--- src/rtl/uart_pkg.sv ---
// Shared types for the UART transmit scheduler: FSM state encoding and
// default number of requesters.
package uart_pkg;

  localparam int unsigned DEFAULT_NUM_REQ = 4;

  typedef enum logic [1:0] {
    ST_IDLE      = 2'b00,
    ST_START     = 2'b01,
    ST_WAIT_DONE = 2'b10
  } state_e;

endpackage

--- src/rtl/rr_arbiter.sv ---
// Combinational round-robin picker: first eligible index at or above rr_ptr,
// wrapping back to 0.
module rr_arbiter
  import uart_pkg::*;
#(
  parameter int unsigned NUM_REQ = DEFAULT_NUM_REQ,
  parameter int unsigned ID_W    = 2
) (
  input  logic [NUM_REQ-1:0] eligible,
  input  logic [ID_W-1:0]    rr_ptr,
  output logic [ID_W-1:0]    winner,
  output logic               any_valid
);

  int unsigned          idx;
  logic [NUM_REQ-1:0]   shifted;

  always_comb begin
    winner    = '0;
    any_valid = 1'b0;
    idx       = 0;
    shifted   = '0;
    for (int unsigned k = 0; k < NUM_REQ; k++) begin
      idx     = (32'(rr_ptr) + k) % NUM_REQ;
      shifted = eligible >> idx;
      if (!any_valid && shifted[0]) begin
        winner    = ID_W'(idx);
        any_valid = 1'b1;
      end
    end
  end

endmodule

--- src/rtl/uart_tx_sched.sv ---
// Shares one UART transmitter among NUM_REQ byte requesters with round-robin
// arbitration; all outputs registered.
module uart_tx_sched
  import uart_pkg::*;
#(
  parameter int unsigned NUM_REQ = DEFAULT_NUM_REQ,
  parameter int unsigned ID_W    = 2
) (
  input  logic                 i_Clock,
  input  logic                 i_reset,
  input  logic                 i_enable,
  input  logic [NUM_REQ-1:0]   i_req_mask,
  input  logic [NUM_REQ-1:0]   i_req_valid,
  input  logic [8*NUM_REQ-1:0] i_req_data,
  output logic [NUM_REQ-1:0]   o_req_ready,
  output logic                 o_tx_start,
  output logic [7:0]           o_tx_data,
  input  logic                 i_tx_active,
  input  logic                 i_tx_done,
  output logic [ID_W-1:0]      o_grant_id,
  output logic [NUM_REQ-1:0]   o_byte_sent,
  output logic                 o_busy
);

  state_e               state_q, state_d;
  logic [ID_W-1:0]      rr_ptr_q, rr_ptr_d;
  logic [ID_W-1:0]      grant_q, grant_d;
  logic [NUM_REQ-1:0]   ready_q, ready_d;
  logic [NUM_REQ-1:0]   sent_q, sent_d;
  logic                 start_q, start_d;
  logic                 busy_q, busy_d;
  logic [7:0]           data_q, data_d;
  logic [NUM_REQ-1:0]   eligible;
  logic [ID_W-1:0]      winner;
  logic                 any_valid;

  assign eligible = i_req_valid & i_req_mask;

  rr_arbiter #(
    .NUM_REQ (NUM_REQ),
    .ID_W    (ID_W)
  ) u_arb (
    .eligible  (eligible),
    .rr_ptr    (rr_ptr_q),
    .winner    (winner),
    .any_valid (any_valid)
  );

  always_comb begin
    state_d  = state_q;
    rr_ptr_d = rr_ptr_q;
    grant_d  = grant_q;
    data_d   = data_q;
    start_d  = start_q;
    ready_d  = '0;
    sent_d   = '0;
    case (state_q)
      ST_IDLE: begin
        if (i_enable && any_valid) begin
          state_d = ST_START;
          start_d = 1'b1;
          grant_d = winner;
          data_d  = 8'(i_req_data >> (8 * 32'(winner)));
          ready_d = NUM_REQ'(1) << winner;
        end
      end
      ST_START: begin
        if (i_tx_active) begin
          start_d = 1'b0;
          state_d = ST_WAIT_DONE;
        end
      end
      ST_WAIT_DONE: begin
        if (i_tx_done) begin
          sent_d  = NUM_REQ'(1) << grant_q;
          state_d = ST_IDLE;
          // Pointer moves past the requester just served, wrapping at NUM_REQ.
          if (32'(grant_q) + 1 >= NUM_REQ) rr_ptr_d = '0;
          else                             rr_ptr_d = grant_q + 1'b1;
        end
      end
      default: begin
        state_d = ST_IDLE;
        start_d = 1'b0;
      end
    endcase
    busy_d = (state_d != ST_IDLE);
  end

  always_ff @(posedge i_Clock) begin
    if (i_reset) begin
      state_q  <= ST_IDLE;
      rr_ptr_q <= '0;
      grant_q  <= '0;
      data_q   <= '0;
      start_q  <= 1'b0;
      ready_q  <= '0;
      sent_q   <= '0;
      busy_q   <= 1'b0;
    end else begin
      state_q  <= state_d;
      rr_ptr_q <= rr_ptr_d;
      grant_q  <= grant_d;
      data_q   <= data_d;
      start_q  <= start_d;
      ready_q  <= ready_d;
      sent_q   <= sent_d;
      busy_q   <= busy_d;
    end
  end

  assign o_req_ready = ready_q;
  assign o_tx_start  = start_q;
  assign o_tx_data   = data_q;
  assign o_grant_id  = grant_q;
  assign o_byte_sent = sent_q;
  assign o_busy      = busy_q;

endmodule

--- config.mk ---
export PLATFORM = sky130hd
export DESIGN_NAME = uart_tx_sched
export DESIGN_NICKNAME = d
export VERILOG_FILES = /design/src/rtl/uart_pkg.sv /design/src/rtl/rr_arbiter.sv /design/src/rtl/uart_tx_sched.sv
export SDC_FILE = /design/constraint.sdc
export NUM_CORES = 1
export LEC_CHECK = 0
export CAP_MARGIN = 30
export CORE_ASPECT_RATIO = 1.25
export CORE_MARGIN = 2
export CORE_UTILIZATION = 38
export CTS_BUF_LIST = sky130_fd_sc_hd__clkbuf_8
export CTS_CLUSTER_DIAMETER = 60
export CTS_CLUSTER_SIZE = 30
export DETAILED_ROUTE_END_ITERATION = 16
export PLACE_DENSITY = 0.78
export SYNTH_ARGS = -nofsm -noshare
export SYNTH_HDL_FRONTEND = slang
export SYNTH_SLANG_ARGS = --single-unit
--- constraint.sdc ---
create_clock -name i_Clock -period 1.8 [get_ports i_Clock]
set_clock_uncertainty 0.05 [all_clocks]
set_input_delay 0.36 -clock i_Clock [delete_from_list [all_inputs] [get_ports i_Clock]]
set_output_delay 0.36 -clock i_Clock [all_outputs]
set_load 0.01 [all_outputs]
Yosys cells after proc, flatten, opt, wreduce, memory -nomap -nowiden
Cells that the tools add are included.
{ "word_totals": {"inputBits": 45, "out_inout_bits": 20, "wordCells": 60, "reg_bits": 24} }
{ "classes": {"order_cmp": 1, "n_mux": 16, "n_shift": 7, "bitwise_logic": 5, "n_eq_ne": 4, "n_reduce_logical": 14, "add_sub_neg": 5} }
{ "ops": {"columns": ["op", "n"], "rows": [
  ["$shr 32x5->8", 1],
  ["$mux 2", 8],
  ["$shr 4x2->1", 4],
  ["$shl 1x2->4 const A", 2],
  ["$mux 1", 6],
  ["$pmux 2 s3", 1],
  ["$reduce_or 3->1", 2],
  ["$add 2x1->2 const B", 2],
  ["$add 2x2->2 const B", 2],
  ["$and 4x4->4", 1],
  ["$logic_and 1x1->1", 4],
  ["$ne 2x2->1 const B", 2],
  ["$not 1->1", 4],
  ["$reduce_and 2->1", 2],
  ["$add 2x1->3 const B", 1],
  ["$ge 3x3->1 const B", 1],
  ["$logic_not 1->1", 3],
  ["$pmux 1 s3", 1],
  ["$reduce_and 3->1", 1],
  ["$eq 2x1->1 const B", 1],
  ["$eq 2x2->1 const B", 1],
  ["$logic_not 2->1", 1],
  ["$reduce_bool 2->1", 1]
]} }

Longest topological paths before layout
{ "depth": {"ltp_word": 16, "mapped_depth": 8, "depth_no_buf": 5} }

Modules after synthesis
Synthesis repeated with hierarchy kept, for this count alone.
{ "unflattened": {"hier_cells": 114, "hier_area_um2": 1146.1} }
{ "modules_own_cells": {"columns": ["module", "area_each_um2", "cells_each", "seq_area_each_um2", "instances"], "rows": [
  ["uart_tx_sched", 1068.5, 99, 480.5, 1],
  ["rr_arbiter", 77.6, 15, 0.0, 1]
]} }

Worst setup path after synthesis
Ideal clock, no wire load.
{ "synth_timing": {"path_kind": "register to register", "start": "register rr_ptr_q[1]", "end": "register data_q[7] (netlist: o_tx_data[7])", "n_path_buf": 3, "period_less_slack_ns": 1.798, "t_required_ns": 1.633, "t_arrival_ns": 1.630, "path_slack_ns": 0.002, "stages_incl_launch_ff": 9, "setup_time_ns": 0.117, "cell_sequence": "dfxtp_1 > buf_6 > and3_4 > buf_6 > nand3b_4 > a31o_4 > buf_6 > a211o_1 > a32o_1"} }
{ "synth_via": {"elab_chain_cells": 13, "word_cells_on_any_way": 24, "cone_classes": "add/sub: 3; shift: 5; mux: 8; reduce/logical: 8"} }
{ "synth_rtl": {"columns": ["element", "line_no", "rtl"], "rows": [
  ["start: declaration", "uart_tx_sched.sv:26", "logic [ID_W-1:0] rr_ptr_q, rr_ptr_d;"],
  ["start signal: assignment", "uart_tx_sched.sv:102", "rr_ptr_q <= rr_ptr_d;"],
  ["branches (longest 13 deep; another with $add 2x1->2)", null, null],
  ["end signal: assignment", "uart_tx_sched.sv:104", "data_q <= data_d;"],
  ["end: declaration", "uart_tx_sched.sv:32", "logic [7:0] data_q, data_d;"]
]} }
Parallel ways; which one is timed is not known.
A chain may end at the register's enable or synchronous reset.

Worst setup path in the final report
{ "layout_timing": {"start": "input port i_req_mask[1]", "end": "register data_q[6] (netlist: o_tx_data[6])"} }
{ "layout_via": {"elab_chain_cells": 14, "word_cells_on_any_way": 22, "cone_classes": "shift: 5; mux: 8; bitwise: 1; reduce/logical: 8"} }
{ "layout_rtl": {"columns": ["element", "line_no", "rtl"], "rows": [
  ["start: declaration", "uart_tx_sched.sv:12", "input logic [NUM_REQ-1:0] i_req_mask,"],
  ["$and 4x4->4 (*)", "uart_tx_sched.sv:37", "assign eligible = i_req_valid & i_req_mask;"],
  ["branches (longest 13 deep; another with $shr 32x5->8)", null, null]
]} }
Mark *: on every way between the ends.

==> flow_metrics.tcl <==
set metrics [dict create \
    worstPathRequired_ps 1920 \
    htree_levels 1 \
    grt_max_degree 15 \
    switchingPower_mw 0.412 \
    initial_core_util_pct 39.8 \
    vdd_drop_max_mv 0.515 \
    slew_viol_final 0 \
    pre_cts_ws_ps -471 \
    outcome "finished clean" \
    grt-ovfl-total 0 \
    tightest_slew_ps 321 \
    ys_seq_area_share_pct 34.7 \
    grtUsageTotal_pct 22.8 \
    path_cells "dlygate4sd2_1, nand2_4, buf_4, nand3b_4, a31o_4, a211o_1, a32o_1" \
    die_area_sq_um 4150 \
    dieWidth_um 58 \
    max_cap_violations 0 \
    critPathKind "input pin to flip-flop" \
    yosys_warnings 0 \
    yosys.area.top_type "dfxtp_1" \
    regArea_sq_um 485 \
    pwr-share-seq_pct 38.0 \
    placed_area_sq_um 2200 \
    powerDensity_nw_per_um2 644 \
    tritoncts "done" \
    hold_class "flip-flop to flip-flop" \
    viasPerCell 5.85 \
    syn_nets 209 \
    area.growth.synth_to_final_pct 71.9 \
    drtIter0Drc 70 \
    finalNetCount 293 \
    ys_seq_elements 24 \
    finalCritPeriodShare_pct 97.4 \
    slew_headroom_pct 78.3 \
    hpwl_um 3270 \
    combPwrFrac_pct 30.1 \
    cts_hold_buffers 0 \
    path_clk_slew_ps 90 \
    cp_slowest_cell "dlygate4sd2_1" \
    fillers 286 \
    vias 1668 \
    antenna_found_initial 0 \
    core_area_sq_um 3480 \
    avgSynthCellArea_sq_um 8.50 \
    insertion_delay_ps 270 \
    synthCells 163 \
    cts_made_buffers 3 \
    synth_top_area_share_pct 34.7 \
    setup_tns_ps 0 \
    end_kind "flip-flop" \
    total_power_mw 1.53 \
    cts_max_path_buffers 2 \
    cts_root_buf "clkbuf_8" \
    ant_nets 0 \
    hold_violations 0 \
    yosysUniqueCellTypes 44 \
    fin_area_sq_um 2380 \
    post-route-drc-count 0 \
    synthTopCellsByArea "dfxtp_1 35%, nand2_1 4.9%, a32o_1 4.3%, a211o_1 3.8%, nor3_1 3.6%" \
    die_h_um 71.5 \
    stdcell_count 285 \
    gp_congestion 0.819 \
    p_leak_nw 0.941 \
    io_buffers 64 \
    routed_wl_um 4710 \
    critPathLaunchType "input pin" \
    fin_crit_ps 1750 \
    arrival_ps 1880 \
    placedCellCount 278 \
    max_freq_mhz 570 \
    io_pins 65 \
    cpPeakStageDelay_ps 290 \
    antennaDiodeCount 0 \
    p_int_mw 1.12 \
    drive_gt1_share_pct 22.8 \
    wl_per_cell_um 16.5 \
    row_count 24 \
    postLayoutSetupSlackWorst_ps 46.2 \
    setup_viol_count_final 0 \
    multi_input_area_sq_um 911 \
    grt_pass1_vias 1716 \
    switching_share_pct 26.9 \
    crit_fanout 6 \
    grt_pass1_wl_um 7540 \
    firstDrtPassIters 4 \
    syn_area_sq_um 1390 \
    p_clk_share_pct 31.9 \
    clock-sinks 24 \
]
==> layout make-up <==
class	count	area share (%)
inverters	3	0.473
repair buffers	91	35.8
flip-flops and latches	24	20.4
clock buffers	3	1.73
well taps	39	2.05
multi-input cells	124	38.3
clock inverters	1	1.26
==> cells in the mapped netlist, drive strengths merged <==
master,instances
nand2,19
nor2,10
a31oi,7
nand3b,4
inv,3
o311ai,1
buf,9
and3,3
or3b,1
o31ai,2
nor4,7
a22o,2
nor3,10
mux2i,1
o211ai,1
a221oi,1
nor4b,2
a311oi,3
and2,3
a211oi,2
o211a,1
a22oi,1
o21ai,12
clkbuf,4
nand4bb,1
or3,3
o21a,1
a21oi,5
or2,1
dfxtp,24
a211o,6
and4b,1
ha,1
nand3,3
a32o,6
a31o,2
==> power by group through the flow <==
stage | clock network (mW) | registers [mW] | logic (mW)
after floorplan | 0 | 0.608 | 0.171
after global placement | 0 | 0.596 | 0.420
after detailed placement | 0 | 0.596 | 0.425
after CTS | 0.486 | 0.584 | 0.450
after global routing | 0.506 | 0.586 | 0.491
final | 0.489 | 0.583 | 0.462
==> stage by stage <==
stage               hold WS, ps  util [%]
floorplan                   431         -
detailed placement          399      63.0
global placement            393      63.0
global route                449      68.4
CTS                         419      67.5
finish                      421      68.4
==> registers in the layout, indices dropped and copies added, names as in the netlist <==
register and count:
o_tx_start 1, o_busy 1, o_byte_sent 4, o_req_ready 4
state_q 2, rr_ptr_q 2, o_tx_data 8, o_grant_id 2
==> critical path, delay by kind of cell <==
family / cells / cell delay (ps)
compound gates: 3 / 800
buf+inv: 2 / 460
simple gates: 2 / 250
==> final timing paths <==
check	endpoint	cells after the start	start	slack [ps]
min	o_tx_data[1]	2	o_tx_data[1]	420
max	o_tx_data[6]	7	i_req_mask[1]	50
min reg2reg	o_tx_data[1]	2	o_tx_data[1]	420
max reg2reg	o_tx_data[3]	6	rr_ptr_q[0]	80
==> routing by layer <==
layer	GRT usage [%]	routed length [um]	vias up
li1	-	-	799
met4	6.72	17	0
met3	2.53	284	4
met2	44.1	2550	70
met1	25.4	1860	795
met5	0	0	-
==> layout by cell type, fill, tap and decap left out, types with 2 or more instances in the layout <==
cell type	n
or3_1	3
o21ai_0	9
nor4_1	6
a31oi_1	7
a22o_1	2
a211oi_1	2
a21oi_1	4
a32o_1	6
a311oi_1	2
nor3_1	10
nand3b_1	3
clkdlybuf4s50_1	56
nand2_1	16
dfxtp_1	22
nor4b_1	2
nor2_1	9
a31o_4	2
and2_1	2
o21ai_1	2
buf_4	25
o31ai_1	2
dlygate4sd2_1	7
clkbuf_8	3
inv_1	3
nand3_1	2
nand2_4	2
a211o_1	6
==> repair_timing <==
| action | 4_1_cts | 5_1_grt |
|---|---|---|
| pin swaps | 5 | 1 |
| setup endpoints to repair | 14 | 9 |
| setup buffers | 2 | 0 |
| gates resized for setup | 23 | 10 |
| gates cloned | 1 | 0 |
==> kinds of logic after synthesis <==
kind of cell / Yosys count / synth area share, %
AND/OR/NAND/NOR: 68 / 27.6
AO/OA/AOI/OAI: 53 / 29.5
flip-flops: 24 / 34.7
buffers and inverters: 16 / 6.50
multiplexers: 1 / 0.723
adder cells (fa/ha/maj): 1 / 0.903
Note: power is estimated with default switching activity, not from simulation.
